File: src/rtl/oven_cook_ctrl.sv
// oven_cook_ctrl
//   Main cook sequencer of the oven. Takes single-cycle button events
//   (add-time, start, stop), the dual-hold abort pulse and the door level.
//   It counts cook time down in seconds, drives heater and lamp, and sounds
//   a finish beep.
//
// Ports
//   clk        system clock
//   rst        asynchronous reset, active low
//   add_p      1-cycle pulse: add STEP_SEC seconds (saturates at MAX_SEC)
//   start_p    1-cycle pulse: start / resume cooking
//   stop_p     1-cycle pulse: pause while cooking, clear otherwise
//   clear_p    1-cycle pulse: abort everything, back to IDLE
//   door_open  level, 1 = door open
//   heater     heating element enable (registered)
//   lamp       cavity lamp (registered)
//   beep       buzzer enable (registered)
//   remain     remaining seconds, 0..MAX_SEC (registered)
//   state      FSM state code for display/debug
//
// Build option
//   OVEN_AUTO_RESUME_EN : a PAUSE caused by opening the door resumes COOK on
//                         its own when the door closes again.
//
// State | meaning
//   IDLE  (0) | no time set, everything off
//   SET   (1) | time being entered, waiting for start
//   COOK  (2) | heating, counting remaining time down
//   PAUSE (3) | cooking suspended, time frozen
//   DONE  (4) | cook finished, beeping for BEEP_SEC seconds

module oven_cook_ctrl #(
  parameter int unsigned SECONDS  = 50_000_000,
  parameter int unsigned STEP_SEC = 30,
  parameter int unsigned MAX_SEC  = 5999,
  parameter int unsigned BEEP_SEC = 3
) (
  input  logic        clk,
  input  logic        rst,
  input  logic        add_p,
  input  logic        start_p,
  input  logic        stop_p,
  input  logic        clear_p,
  input  logic        door_open,
  output logic        heater,
  output logic        lamp,
  output logic        beep,
  output logic [12:0] remain,
  output logic [2:0]  state
);

  localparam int unsigned PW = $clog2(BEEP_SEC * SECONDS);
  localparam logic [PW-1:0] SEC_TC  = PW'(SECONDS - 1);
  localparam logic [PW-1:0] BEEP_TC = PW'(BEEP_SEC * SECONDS - 1);

  typedef enum logic [2:0] {
    S_IDLE  = 3'd0,
    S_SET   = 3'd1,
    S_COOK  = 3'd2,
    S_PAUSE = 3'd3,
    S_DONE  = 3'd4
  } state_t;

  state_t         state_q, state_d;
  logic [12:0]    remain_q, remain_d;
  logic [PW-1:0]  presc_q, presc_d;

  logic [13:0]    add_sum;
  logic [12:0]    add_sat;
  logic [12:0]    cook_base;
  logic           tick;

  // 14-bit sum so that MAX_SEC + STEP_SEC can never wrap before the clamp
  assign add_sum   = {1'b0, remain_q} + 14'(STEP_SEC);
  assign add_sat   = (add_sum > 14'(MAX_SEC)) ? 13'(MAX_SEC) : add_sum[12:0];
  // In COOK a start_p outranks add_p, so it swallows a simultaneous add
  assign cook_base = (add_p && !start_p) ? add_sat : remain_q;
  assign tick      = (presc_q == SEC_TC);

`ifdef OVEN_AUTO_RESUME_EN
  logic door_q;
  logic door_pause_q, door_pause_d;
  logic door_close;

  // Only a pause that the door itself caused is resumed by closing it
  assign door_close = door_pause_q && door_q && !door_open;

  always_ff @(posedge clk or negedge rst) begin
    if (!rst) begin
      door_q       <= 1'b0;
      door_pause_q <= 1'b0;
    end else begin
      door_q       <= door_open;
      door_pause_q <= door_pause_d;
    end
  end
`endif

  always_comb begin
    state_d  = state_q;
    remain_d = remain_q;
    presc_d  = presc_q;
`ifdef OVEN_AUTO_RESUME_EN
    door_pause_d = door_pause_q;
`endif
    if (clear_p) begin
      state_d  = S_IDLE;
      remain_d = '0;
      presc_d  = '0;
    end else begin
      unique case (state_q)
        S_IDLE: begin
          if (!stop_p && !start_p && add_p) begin
            state_d  = S_SET;
            remain_d = add_sat;
          end
        end
        S_SET: begin
          if (stop_p) begin
            state_d  = S_IDLE;
            remain_d = '0;
            presc_d  = '0;
          end else if (start_p) begin
            if (!door_open) begin
              state_d = S_COOK;
              presc_d = '0;
            end
          end else if (add_p) begin
            remain_d = add_sat;
          end
        end
        S_COOK: begin
          if (door_open) begin
            state_d = S_PAUSE;
`ifdef OVEN_AUTO_RESUME_EN
            door_pause_d = 1'b1;
`endif
          end else if (stop_p) begin
            state_d = S_PAUSE;
`ifdef OVEN_AUTO_RESUME_EN
            door_pause_d = 1'b0;
`endif
          end else if (tick) begin
            presc_d = '0;
            if (cook_base == 13'd1) begin
              state_d  = S_DONE;
              remain_d = '0;
            end else begin
              remain_d = cook_base - 13'd1;
            end
          end else begin
            presc_d  = presc_q + 1'b1;
            remain_d = cook_base;
          end
        end
        S_PAUSE: begin
`ifdef OVEN_AUTO_RESUME_EN
          if (door_close) begin
            state_d = S_COOK;
          end else
`endif
          if (stop_p) begin
            state_d  = S_IDLE;
            remain_d = '0;
            presc_d  = '0;
          end else if (start_p) begin
            // prescaler is kept so the partial second already cooked counts
            if (!door_open) state_d = S_COOK;
          end else if (add_p) begin
            remain_d = add_sat;
          end
        end
        S_DONE: begin
          if (stop_p || start_p || add_p || (presc_q == BEEP_TC)) begin
            state_d = S_IDLE;
            presc_d = '0;
          end else begin
            presc_d = presc_q + 1'b1;
          end
        end
        default: begin
          state_d  = S_IDLE;
          remain_d = '0;
          presc_d  = '0;
        end
      endcase
    end
  end

  always_ff @(posedge clk or negedge rst) begin
    if (!rst) begin
      state_q  <= S_IDLE;
      remain_q <= '0;
      presc_q  <= '0;
      heater   <= 1'b0;
      lamp     <= 1'b0;
      beep     <= 1'b0;
    end else begin
      state_q  <= state_d;
      remain_q <= remain_d;
      presc_q  <= presc_d;
      // Outputs are decoded from the next state so they move on the same
      // edge as the state register.
      heater   <= (state_d == S_COOK);
      lamp     <= (state_d == S_COOK) || (state_d == S_PAUSE) || door_open;
      beep     <= (state_d == S_DONE);
    end
  end

  assign remain = remain_q;
  assign state  = state_q;

endmodule
File: config.mk
export PLATFORM = sky130hd
export DESIGN_NAME = oven_cook_ctrl
export DESIGN_NICKNAME = d
export VERILOG_FILES = /design/src/rtl/oven_cook_ctrl.sv
export SDC_FILE = /design/constraint.sdc
export NUM_CORES = 1
export LEC_CHECK = 0
export CAP_MARGIN = 30
export CELL_PAD_IN_SITES_DETAIL_PLACEMENT = 0
export CELL_PAD_IN_SITES_GLOBAL_PLACEMENT = 1
export CORE_MARGIN = 8
export CORE_UTILIZATION = 35
export DETAILED_ROUTE_END_ITERATION = 8
export DONT_BUFFER_PORTS = 1
export GPL_ROUTABILITY_DRIVEN = 0
export PLACE_DENSITY = 0.61
export REMOVE_ABC_BUFFERS = 1
export SLEW_MARGIN = 20
export SYNTH_ARGS = -nofsm -noshare
export SYNTH_HDL_FRONTEND = slang
export SYNTH_SLANG_ARGS = --single-unit
File: constraint.sdc
create_clock -name clk -period 6.1 [get_ports clk]
set_input_delay 0.61 -clock clk [delete_from_list [all_inputs] [get_ports clk]]
set_output_delay 0.61 -clock clk [all_outputs]
set_load 0.02 [all_outputs]
==> results of run 1 <==
-- worst max path at each step --
| stage | end | slack [ps] | cells after the start |
|---|---|---|---|
| final | remain[10] | 1420 | 14 |
| after global routing | remain[7] | 1020 | 14 |
| after CTS | remain[10] | 1400 | 14 |
| after detailed placement | remain[10] | 1430 | 14 |
| after global placement | remain[10] | 1540 | 14 |
| after floorplan | remain[0] | 1960 | 14 |
-- cells in the final DEF, fill, tap and decap left out, types with 10 or more instances in the layout --
cell     instances
o21ai_0         48
dfrtp_1         47
nand2_1         44
nor2_1          36
a21oi_1         27
nand3_1         26
nor3_1          20
inv_1           13
xnor2_1         13
nor4_1          11
o31ai_1         11
nand4_1         10
-- worst max-delay path: stages, from the launching register on --
cell and delay (ps):
dfrtp_1 610, inv_1 170, ha_1 260, or3b_1 510, or4_1 460, a31oi_2 380
a22o_1 500, a21oi_1 200, inv_1 90, ha_1 180, nand2_1 60, nor3_1 140
nand4_1 110, o21ai_1 630, o21ai_0 230
-- what timing repair did --
item | in CTS | in global routing
hold buffers | 1 | 0
setup endpoints to repair | 0 | 0
endpoints found under the hold margin | 47 | 0
setup buffers | 0 | 0
-- report_power, final --
group	total, mW	switching [mW]	internal [mW]
combinational	0.311	0.201	0.110
sequential	0.371	0.0484	0.323
clock	0.208	0.126	0.0828
total	0.890	0.375	0.515
-- area by class of cell --
class / instances / area, um^2
clock buffer: 6 / 72.57
clock inverter: 2 / 17.52
fill: 1129 / 6731
inverter: 13 / 48.80
multi-input combinational: 401 / 2499
sequential: 47 / 1176
tap: 140 / 175.2
timing repair buffer: 7 / 72.57
-- state kept, by name (all words and copies together) (netlist names) --
register,flops
beep,1
remain,13
presc_q,28
heater,1
lamp,1
state,3
-- metal layers --
metal  track usage [%]  routed length (um)  share of wire, %  vias up
li1                  -                   -                 -     1831
met1             21.34                5409                44     1815
met2             28.01                6021                49       89
met3             3.118                 497               4.1       21
met4             6.792                 317               2.6        0
met5                 0                   0                 0        -
-- metrics by stage --
step,total power [mW],hold slack (ps)
finish,0.8905,130.8
global route,0.9381,138.4
detailed placement,0.6789,317.4
global placement,0.6800,316.8
floorplan,0.5748,314.4
CTS,0.8995,135.4
-- logic make-up (layout without fill, tap and decap cells) --
kind of cell             Yosys count  count (layout)  synth area share, %
buffers and inverters             47              28                4.831
adder cells (fa/ha/maj)            4               4                1.297
AND/OR/NAND/NOR                  212             212                29.38
XOR/XNOR                          22              22                4.994
multiplexers                       3               3               0.8430
flip-flops                        47              47                30.48
AO/OA/AOI/OAI                    160             160                28.18
==> run metrics, run 1 <==
Detail Route Antenna Nets=0; Post-Route Utilization=a little under two fifths; Via Count=3756; dpl ws=1434 ps; area delta synth->final=5.253%; CP Data Required Time=6270 ps; Tmin final=4682 ps; setup violators final=0; max cap viols=0; cell area power density=219.2 mW/mm^2; worst setup path startpoint=remain[1]; die span in x=approximately 120 um; worst reg2reg endpoint=remain[10]; CTS tree=done; Synth cell types=70; placed cell areas=approximately 0.004 mm^2; Die ar.=0.01464 mm^2; LEAKAGE=~1.5 nW; port bufs=0; WL final=approximately 12 mm; total negative slack=0 ps; Post-synth EDFFs=0; status=finished, final reports clean; Post-CTS Resized=0; initial antenna violation count=0; crit path kind=flop to flop; post-synth top area share=30.48%; fmax=213.6 MHz; Rows=38; share of cells above drive strength 1=between 5 and 6%; ANT cells=0; R2R cell count=14; total core area=0.01079 mm^2; Arr. time, crit path=4850 ps; initial core utilization=35.75%; top post-synthesis cells by count=o21ai_0 (48), dfrtp_1 (47), nand2_1 (44); largest area contributor in the netlist=dfrtp_1; DP HPWL=8.737 mm; Total GRT Usage=~17%; Slew @ Worst Pin=773.6 ps; number of global-route vias before repair=3551; ys async rst share=100.0%; Cell Count, Final, Fillers Out=616; VDD IR max=0.09791 mV; reg2reg start=remain[1]; Rel. slew slack=48.08%; H-tree Lvls=2; wire length per cell=19.88 um; largest net degree at the start of global routing=48; Critical Path Fanout Max=14; Via density=~6.1; Design Area, Final=between 0.004 and 0.005 mm^2; final worst setup slack=1418 ps; Avg Cell Area, Syn=7.795 um^2; gr ovfl total=0; flop-to-flop setup slack=1420 ps; HP Class=input port to async pin; residual DRC count=0; Post-synth top flop=dfrtp_1; sequential share of the synthesized area=30.48%; initial drt markers=266; Mapped Area=slightly below 0.004 mm^2; cell count after synthesis=495; RSZ-0062 raised after global routing=no; Synth Register Bits=47; period utilization=about three quarters; Pins Over Slew Limit=0; CTS buffer count=5; Placed Cells incl. Taps=607; clk_skew=7.277 ps; fin nets=~490; worst skew pair latency=~320 ps; DR pass1 iterations=4; Synth Warn #=0; Worst-path clk slew=100 ps; Top Ports=26; critical path launch point type=flop; Chip Height=approximately 120 um; synth top area cells=dfrtp_1 (30%), o21ai_0 (6.2%), nand2_1 (4.3%), a21oi_1 (3.5%), nor2_1 (3.5%); CP Capture Type=flop; top-count cell post-synth=o21ai_0; CTS root buf=clkbuf_8; Sink Count=47; global-route wire length before repair=19.81 mm; maximum clock path buffer count=2; Final Hold Fails=0
(Power assumes the default switching activity.)
==> run 2: changes to the inputs <==
--- a/config.mk
+++ b/config.mk
@@ -5,6 +5,7 @@
 export SDC_FILE = /design/constraint.sdc
 export NUM_CORES = 1
 export LEC_CHECK = 0
+export ABC_AREA = 1
 export CAP_MARGIN = 30
 export CELL_PAD_IN_SITES_DETAIL_PLACEMENT = 0
 export CELL_PAD_IN_SITES_GLOBAL_PLACEMENT = 1
@@ -13,7 +14,7 @@
 export DETAILED_ROUTE_END_ITERATION = 8
 export DONT_BUFFER_PORTS = 1
 export GPL_ROUTABILITY_DRIVEN = 0
-export PLACE_DENSITY = 0.61
+export PLACE_DENSITY = 0.65
 export REMOVE_ABC_BUFFERS = 1
 export SLEW_MARGIN = 20
 export SYNTH_ARGS = -nofsm -noshare
==> constraint.sdc (replaced) <==
create_clock -name clk -period 4.1 [get_ports clk]
set_input_delay 0.41 -clock clk [delete_from_list [all_inputs] [get_ports clk]]
set_output_delay 0.41 -clock clk [all_outputs]
set_load 0.02 [all_outputs]
==> run 2 against run 1 <==
First-iteration DRC count fell by 29%. Synthesized area fell by 6.9%. Combinational power rose by 64%. Flip-flop and latch count did not move. Largest power group unchanged. Total power rose by 59%. Register-to-register slack got worse by 590 ps. Non-clock buffer count rose by 1.
==> run metrics, run 2 <==
DR pass1 iterations=4 (unchanged); CP Data Required Time=4300 ps (was 6270 ps); fmax=305.4 MHz (was 213.6 MHz); Post-CTS Resized=0 (unchanged); number of global-route vias before repair=3458 (was 3551); Synth Register Bits=47 (unchanged); Post-synth top flop=dfrtp_1 (unchanged); CTS buffer count=5 (unchanged); Filler Cells Inserted=1091 (was 1129); Via Count=3388 (was 3756); WL final=9.871 mm (was 12.25 mm); Cells on Worst Hold Path=1; total negative slack=0 ps (unchanged); Sink Count=47 (unchanged); CP Capture Type=flop (unchanged); simple-gate share of the synthesized area=45.61% (was 29.38%); top post-synthesis cells by count=nand2_1 (173), inv_1 (67), nor2_1 (62) (was o21ai_0 (48), dfrtp_1 (47), nand2_1 (44)); Tot Pwr=1.420 mW (was 0.8905 mW); Slew @ Worst Pin=620.0 ps (was 773.6 ps); most frequent cells in the layout=nand2_1 (173), inv_1 (67), nor2_1 (62), dfrtp_1 (47), nand3_1 (30) (was o21ai_0 (48), dfrtp_1 (47), nand2_1 (44), nor2_1 (36), a21oi_1 (27)); top-count cell post-synth=nand2_1 (was o21ai_0); Placed Cells incl. Taps=678 (was 607); max cap viols=0 (unchanged); ANT cells=0 (unchanged); Rel. slew slack=58.51% (was 48.08%); Via density=4.924 (was 6.097); cell area power density=366.6 mW/mm^2 (was 219.2 mW/mm^2); clk_skew=14.82 ps (was 7.277 ps); worst skew pair latency=310 ps (was 320 ps); Pins Over Slew Limit=0 (unchanged); maximum clock path buffer count=2 (unchanged); Final Hold Fails=0 (unchanged); largest area contributor in the netlist=dfrtp_1 (unchanged); ys async rst share=100.0% (unchanged); residual DRC count=0 (unchanged); RSZ-0062 raised after global routing=no (unchanged); VDD IR max=0.1335 mV (was 0.09791 mV); number of flip-flops in the largest register=28 (unchanged); gr ovfl total=0 (unchanged); synth top area cells=dfrtp_1 (33%), nand2_1 (18%), inv_1 (7.0%), nor2_1 (6.5%), nand3_1 (4.2%) (was dfrtp_1 (30%), o21ai_0 (6.2%), nand2_1 (4.3%), a21oi_1 (3.5%), nor2_1 (3.5%)); Synth Warn #=0 (unchanged); Worst-path clk slew=100 ps (about the same); largest net degree at the start of global routing=48 (unchanged); Mapped Area=0.003591 mm^2 (was 0.003859 mm^2); Cell Count, Final, Fillers Out=688 (was 616); Top Ports=26 (unchanged); CTS root buf=clkbuf_8 (unchanged); period utilization=79.85% (was 76.75%); wire length per cell=14.35 um (was 19.88 um); sequential share of the synthesized area=32.75% (was 30.48%); Arr. time, crit path=3480 ps (was 4850 ps); setup violators final=0 (unchanged); initial drt markers=189 (was 266); post-synthesis xor/xnor area fraction=2.683% (was 4.994%); area delta synth->final=7.840% (was 5.253%); most common cell after layout, fill and taps aside=nand2_1 (was o21ai_0); Total GRT Usage=15.71% (was 16.96%); Post-synth EDFFs=0 (unchanged); Chip Height=117.3 um (was 121 um); Rows=37 (was 38); Hold WS=149.1 ps (was 130.8 ps); global-route wire length before repair=17.04 mm (was 19.81 mm); initial antenna violation count=0 (unchanged); DP HPWL=7.564 mm (was 8.737 mm); adder-cell area share of the yosys netlist=1.394% (was 1.297%); HP Class=input port to flop (was input port to async pin); share of cells above drive strength 1=9.239% (was 5.672%); post-synthesis mux area share=0% (was 0.8431%); Avg Cell Area, Syn=6.565 um^2 (was 7.795 um^2); Critical Path Fanout Max=19 (was 14); die span in x=117.3 um (was 121 um); cell count after synthesis=547 (was 495); initial core utilization=35.42% (was 35.75%); Setup Fix Bufs, Post-CTS=0 (unchanged); H-tree Lvls=2 (unchanged); crit path kind=flop to flop (unchanged); flop-to-flop setup slack=830 ps (was 1420 ps); Detail Route Antenna Nets=0 (unchanged); post-synth top area share=32.75% (was 30.48%); status=finished, final reports clean (unchanged); Top reg by flops=presc_q (unchanged); largest family of logic cells by synthesized area=simple AND/OR/NAND/NOR gates (unchanged); fin nets=562 (was 486); Tmin final=3274 ps (was 4682 ps); port bufs=0 (unchanged); Hold Buf Count CTS=2 (was 1); Die ar.=0.01376 mm^2 (was 0.01464 mm^2); Synth cell types=43 (was 70); Compound-Gate Fraction of Synth Area=8.293% (was 28.18%); critical path launch point type=flop (unchanged); R2R cell count=22 (was 14); total core area=0.01014 mm^2 (was 0.01079 mm^2); LEAKAGE=1.876 nW (was 1.514 nW); CTS tree=done (unchanged)
==> run 2: per-layer routing <==
layer  vias to the layer above  GRT usage (%)  routed length [um]
li1                       1756              -                   -
met1                      1580          20.52                4801
met2                        46          26.16                4706
met3                         6          2.771                 293
met4                         0          3.925                  70
met5                         -              0                   0
==> run 2: critical path, cell delays in order, from the launching register on <==
cell and delay, ps:
dfrtp_1 520, inv_1 130, ha_1 290, nand2_2 120, nand3_2 110, o21ai_0 220
nand2_1 160, nand3_4 130, nand2_8 110, nand2_2 110, nand2_1 100, inv_1 70
ha_1 140, nand2_1 70, nor2_2 150, nand3_2 110, nor2_2 120, nor2_1 80
buf_4 180, nand2_1 90, nand2_1 50, nand2_1 60, nand2_1 50
==> run 2: final cells by class <==
type	instances	area (um^2)	share of cell area (%)
clock buffer	7	86.33	2.229
clock inverter	1	8.758	0.2262
inverter	71	266.5	6.882
multi-input combinational	418	2082	53.76
sequential	47	1176	30.37
tap	136	170.2	4.394
timing repair buffer	8	82.58	2.132
==> run 2: path summary, 6_finish.rpt <==
path,end,startpoint
worst max-delay path,remain[9],remain[1]
worst min-delay path,state[2],clear_p
worst max register to register,remain[9],remain[1]
worst min register to register,presc_q[14],presc_q[14]
max in group asynchronous,presc_q[16],rst
min in group asynchronous,remain[11],rst
==> run 2: power breakdown <==
group / internal (mW) / switching [mW]
clock: 0.139 / 0.174
sequential: 0.493 / 0.104
combinational: 0.170 / 0.339
==> run 2: kinds of logic (layout without fill, tap and decap cells) <==
family	Yosys count	after routing
AOI/OAI and AO/OA	54	54
xor gates and xnor gates	11	11
adders and majority gates	4	4
buffers and inverters	82	87
DFF	47	47
and+or+nand+nor	349	349
==> run 2: through the flow <==
stage / setup slack, ps / utilization [%] / instance area (um^2)
global route: 437.4 / 38.20 / 3872
CTS: 806.2 / 38.20 / 3872
global placement: 871.3 / 36.81 / 3732
finish: 826.0 / 38.20 / 3872
detailed placement: 836.8 / 36.89 / 3740
floorplan: 1266 / - / 3525
==> run 3: changes to the inputs <==
==> constraint.sdc (replaced) <==
create_clock -name clk -period 2.9 [get_ports clk]
set_input_delay 0.29 -clock clk [delete_from_list [all_inputs] [get_ports clk]]
set_output_delay 0.29 -clock clk [all_outputs]
set_load 0.02 [all_outputs]
==> run 3 against run 2 <==
Critical path depth up 1. Maximum frequency up 15%. Clock power rose by 25%. Largest power group is now combinational logic.
==> run metrics, run 3 (synthesized netlist as in run 2, its figures left out) <==
status=finished, final reports clean (unchanged); Placed Cells incl. Taps=728 (was 678); fmax=350.2 MHz (was 305.4 MHz); port bufs=0 (unchanged); cell area power density=513.3 mW/mm^2 (was 366.6 mW/mm^2); Pins Over Slew Limit=0 (unchanged); Via density=4.916 (was 4.924); Die ar.=0.01376 mm^2 (unchanged); initial core utilization=35.42% (unchanged); critical path launch point type=flop (unchanged); worst reg2reg endpoint=remain[5] (was remain[9]); global-route wire length before repair=17.58 mm (was 17.04 mm); CP Data Required Time=3090 ps (was 4300 ps); WL final=10.97 mm (was 9.871 mm); number of global-route vias before repair=3520 (was 3458); CTS tree=done (unchanged); worst skew pair latency=300 ps (was 310 ps); setup violators final=0 (unchanged); CP Capture Type=flop (unchanged); H-tree Lvls=2 (unchanged); VDD IR max=0.2166 mV (was 0.1335 mV); Via Count=3648 (was 3388); final worst setup slack=44.86 ps (was 826.0 ps); Total GRT Usage=16.34% (was 15.71%); Final Hold Fails=0 (unchanged); CTS buffer count=5 (unchanged); CTS root buf=clkbuf_8 (unchanged); Design Area, Final=0.004516 mm^2 (was 0.003872 mm^2); flop-to-flop setup slack=40 ps (was 830 ps); Cell Count, Final, Fillers Out=742 (was 688); Arr. time, crit path=3050 ps (was 3480 ps); die span in x=117.3 um (unchanged); Chip Height=117.3 um (unchanged); initial drt markers=177 (was 189); number of flip-flops in the largest register=28 (unchanged); maximum clock path buffer count=2 (unchanged); DR pass1 iterations=4 (unchanged); wire length per cell=14.78 um (was 14.35 um); max cap viols=0 (unchanged); largest net degree at the start of global routing=48 (unchanged); dpl ws=-282.2 ps (was 836.8 ps); Top Ports=26 (unchanged); fin nets=618 (was 562); Slew @ Worst Pin=593.2 ps (was 620.0 ps); initial antenna violation count=0 (unchanged); most frequent cells in the layout=nand2_1 (155), inv_1 (64), nor2_1 (58), buf_4 (54), dfrtp_1 (44) (was nand2_1 (173), inv_1 (67), nor2_1 (62), dfrtp_1 (47), nand3_1 (30)); share of cells above drive strength 1=23.93% (was 9.239%); Hold WS=27.78 ps (was 149.1 ps); Tmin final=2855 ps (was 3274 ps); most common cell after layout, fill and taps aside=nand2_1 (unchanged); RSZ-0062 raised after global routing=yes (was no); HP Class=input port to flop (unchanged); Detail Route Antenna Nets=0 (unchanged); Top reg by flops=presc_q (unchanged); clk_skew=9.884 ps (was 14.82 ps); Rel. slew slack=60.30% (was 58.51%); slowest CP cell=dfrtp_1 (unchanged); Rows=37 (unchanged); Hold Path End=beep (was state[2]); period utilization=98.45% (was 79.85%); Critical Path Fanout Max=7 (was 19); Most common cell on crit path=nand2_1 (unchanged); gr ovfl total=0 (unchanged); placed cell areas=0.004119 mm^2 (was 0.003740 mm^2); reg2reg start=remain[1] (unchanged); crit path kind=flop to flop (unchanged); Cell Chain, Critical Path=inv_2, ha_4, buf_6, nand3b_1, nand2_2, inv_2, nand4_1, nand2_1, nand2_2, nand3_4, nand2_8, buf_4, nand3_1, nand2_1, nand2_1, nor2_4, nand3_4, nor2_4, nor2_4, nand2_2, nand2_1, nand2_1, nand2_1 (was inv_1, ha_1, nand2_2, nand3_2, o21ai_0, nand2_1, nand3_4, nand2_8, nand2_2, nand2_1, inv_1, ha_1, nand2_1, nor2_2, nand3_2, nor2_2, nor2_1, buf_4, nand2_1, nand2_1, nand2_1, nand2_1); area delta synth->final=25.75% (was 7.840%); CP max stage delay=430 ps (was 520 ps); Worst-path clk slew=90 ps (was 100 ps); R2R cell count=23 (was 22); LEAKAGE=2.178 nW (was 1.876 nW); Post-Route Utilization=44.54% (was 38.20%); worst min-delay path startpoint=clear_p (unchanged); Cells on Worst Hold Path=1 (unchanged); total core area=0.01014 mm^2 (unchanged); Filler Cells Inserted=1046 (was 1091); residual DRC count=0 (unchanged); Sink Count=47 (unchanged); ANT cells=0 (unchanged); DP HPWL=8.205 mm (was 7.564 mm)
run 3: per-layer routing:
layer	global-route usage [%]	share of wire (%)	vias up
li1	-	-	1868
met1	21.19	46	1722
met2	27.65	49	48
met3	2.514	2.9	10
met4	4.181	1.2	0
met5	0	0	-
run 3: report_power, final:
| group | total, mW | internal, mW | switching (mW) |
|---|---|---|---|
| Sequential | 0.758 | 0.701 | 0.0570 |
| Combinational | 1.17 | 0.466 | 0.703 |
| Clock | 0.391 | 0.161 | 0.230 |
run 3: metrics by stage:
stage                     total power, mW  setup TNS (ps)
after floorplan                     1.392               0
after global placement              1.745           -2419
after detailed placement            1.748           -2780
after CTS                           2.180               0
after global routing                2.486           -1107
final                               2.318               0
run 3: worst max-delay path by stage:
stage / startpoint / endpoint / slack [ps] / cells past startpoint
2_1_floorplan: remain[1] / remain[9] / 70 / 20
3_3_place_gp: remain[1] / remain[4] / -260 / 24
3_5_place_dp: remain[1] / heater / -280 / 21
4_1_cts: remain[1] / remain[12] / 5 / 24
5_1_grt: remain[1] / remain[5] / -120 / 23
6_report: remain[1] / remain[5] / 40 / 23
run 3: critical path: cells and delay by family (launching register included):
family / cells / cell delay (ps)
adders and majority gates: 1 / 150
buffers and inverters: 4 / 380
DFF: 1 / 430
and+or+nand+nor: 18 / 1770
run 3: area by class of cell:
type	instances	area [um^2]	share of cell area, %
Timing Repair Buffer	63	521.8	11.55
Multi-Input combinational cell	419	2301	50.96
Clock buffer	5	68.82	1.524
Inverter	71	266.5	5.902
Clock inverter	1	7.507	0.1663
Sequential cell	47	1180	26.13
Tap cell	136	170.2	3.768
run 3: what timing repair did:
action / in CTS / in global routing
cloned: 0 / 1
hold buffers: 2 / 0
pin swaps: 0 / 26
gates resized for setup: 6 / 60
hold endpoints to repair: 47 / 0
endpoints found under the setup margin: 14 / 19
buffers inserted: 0 / 5
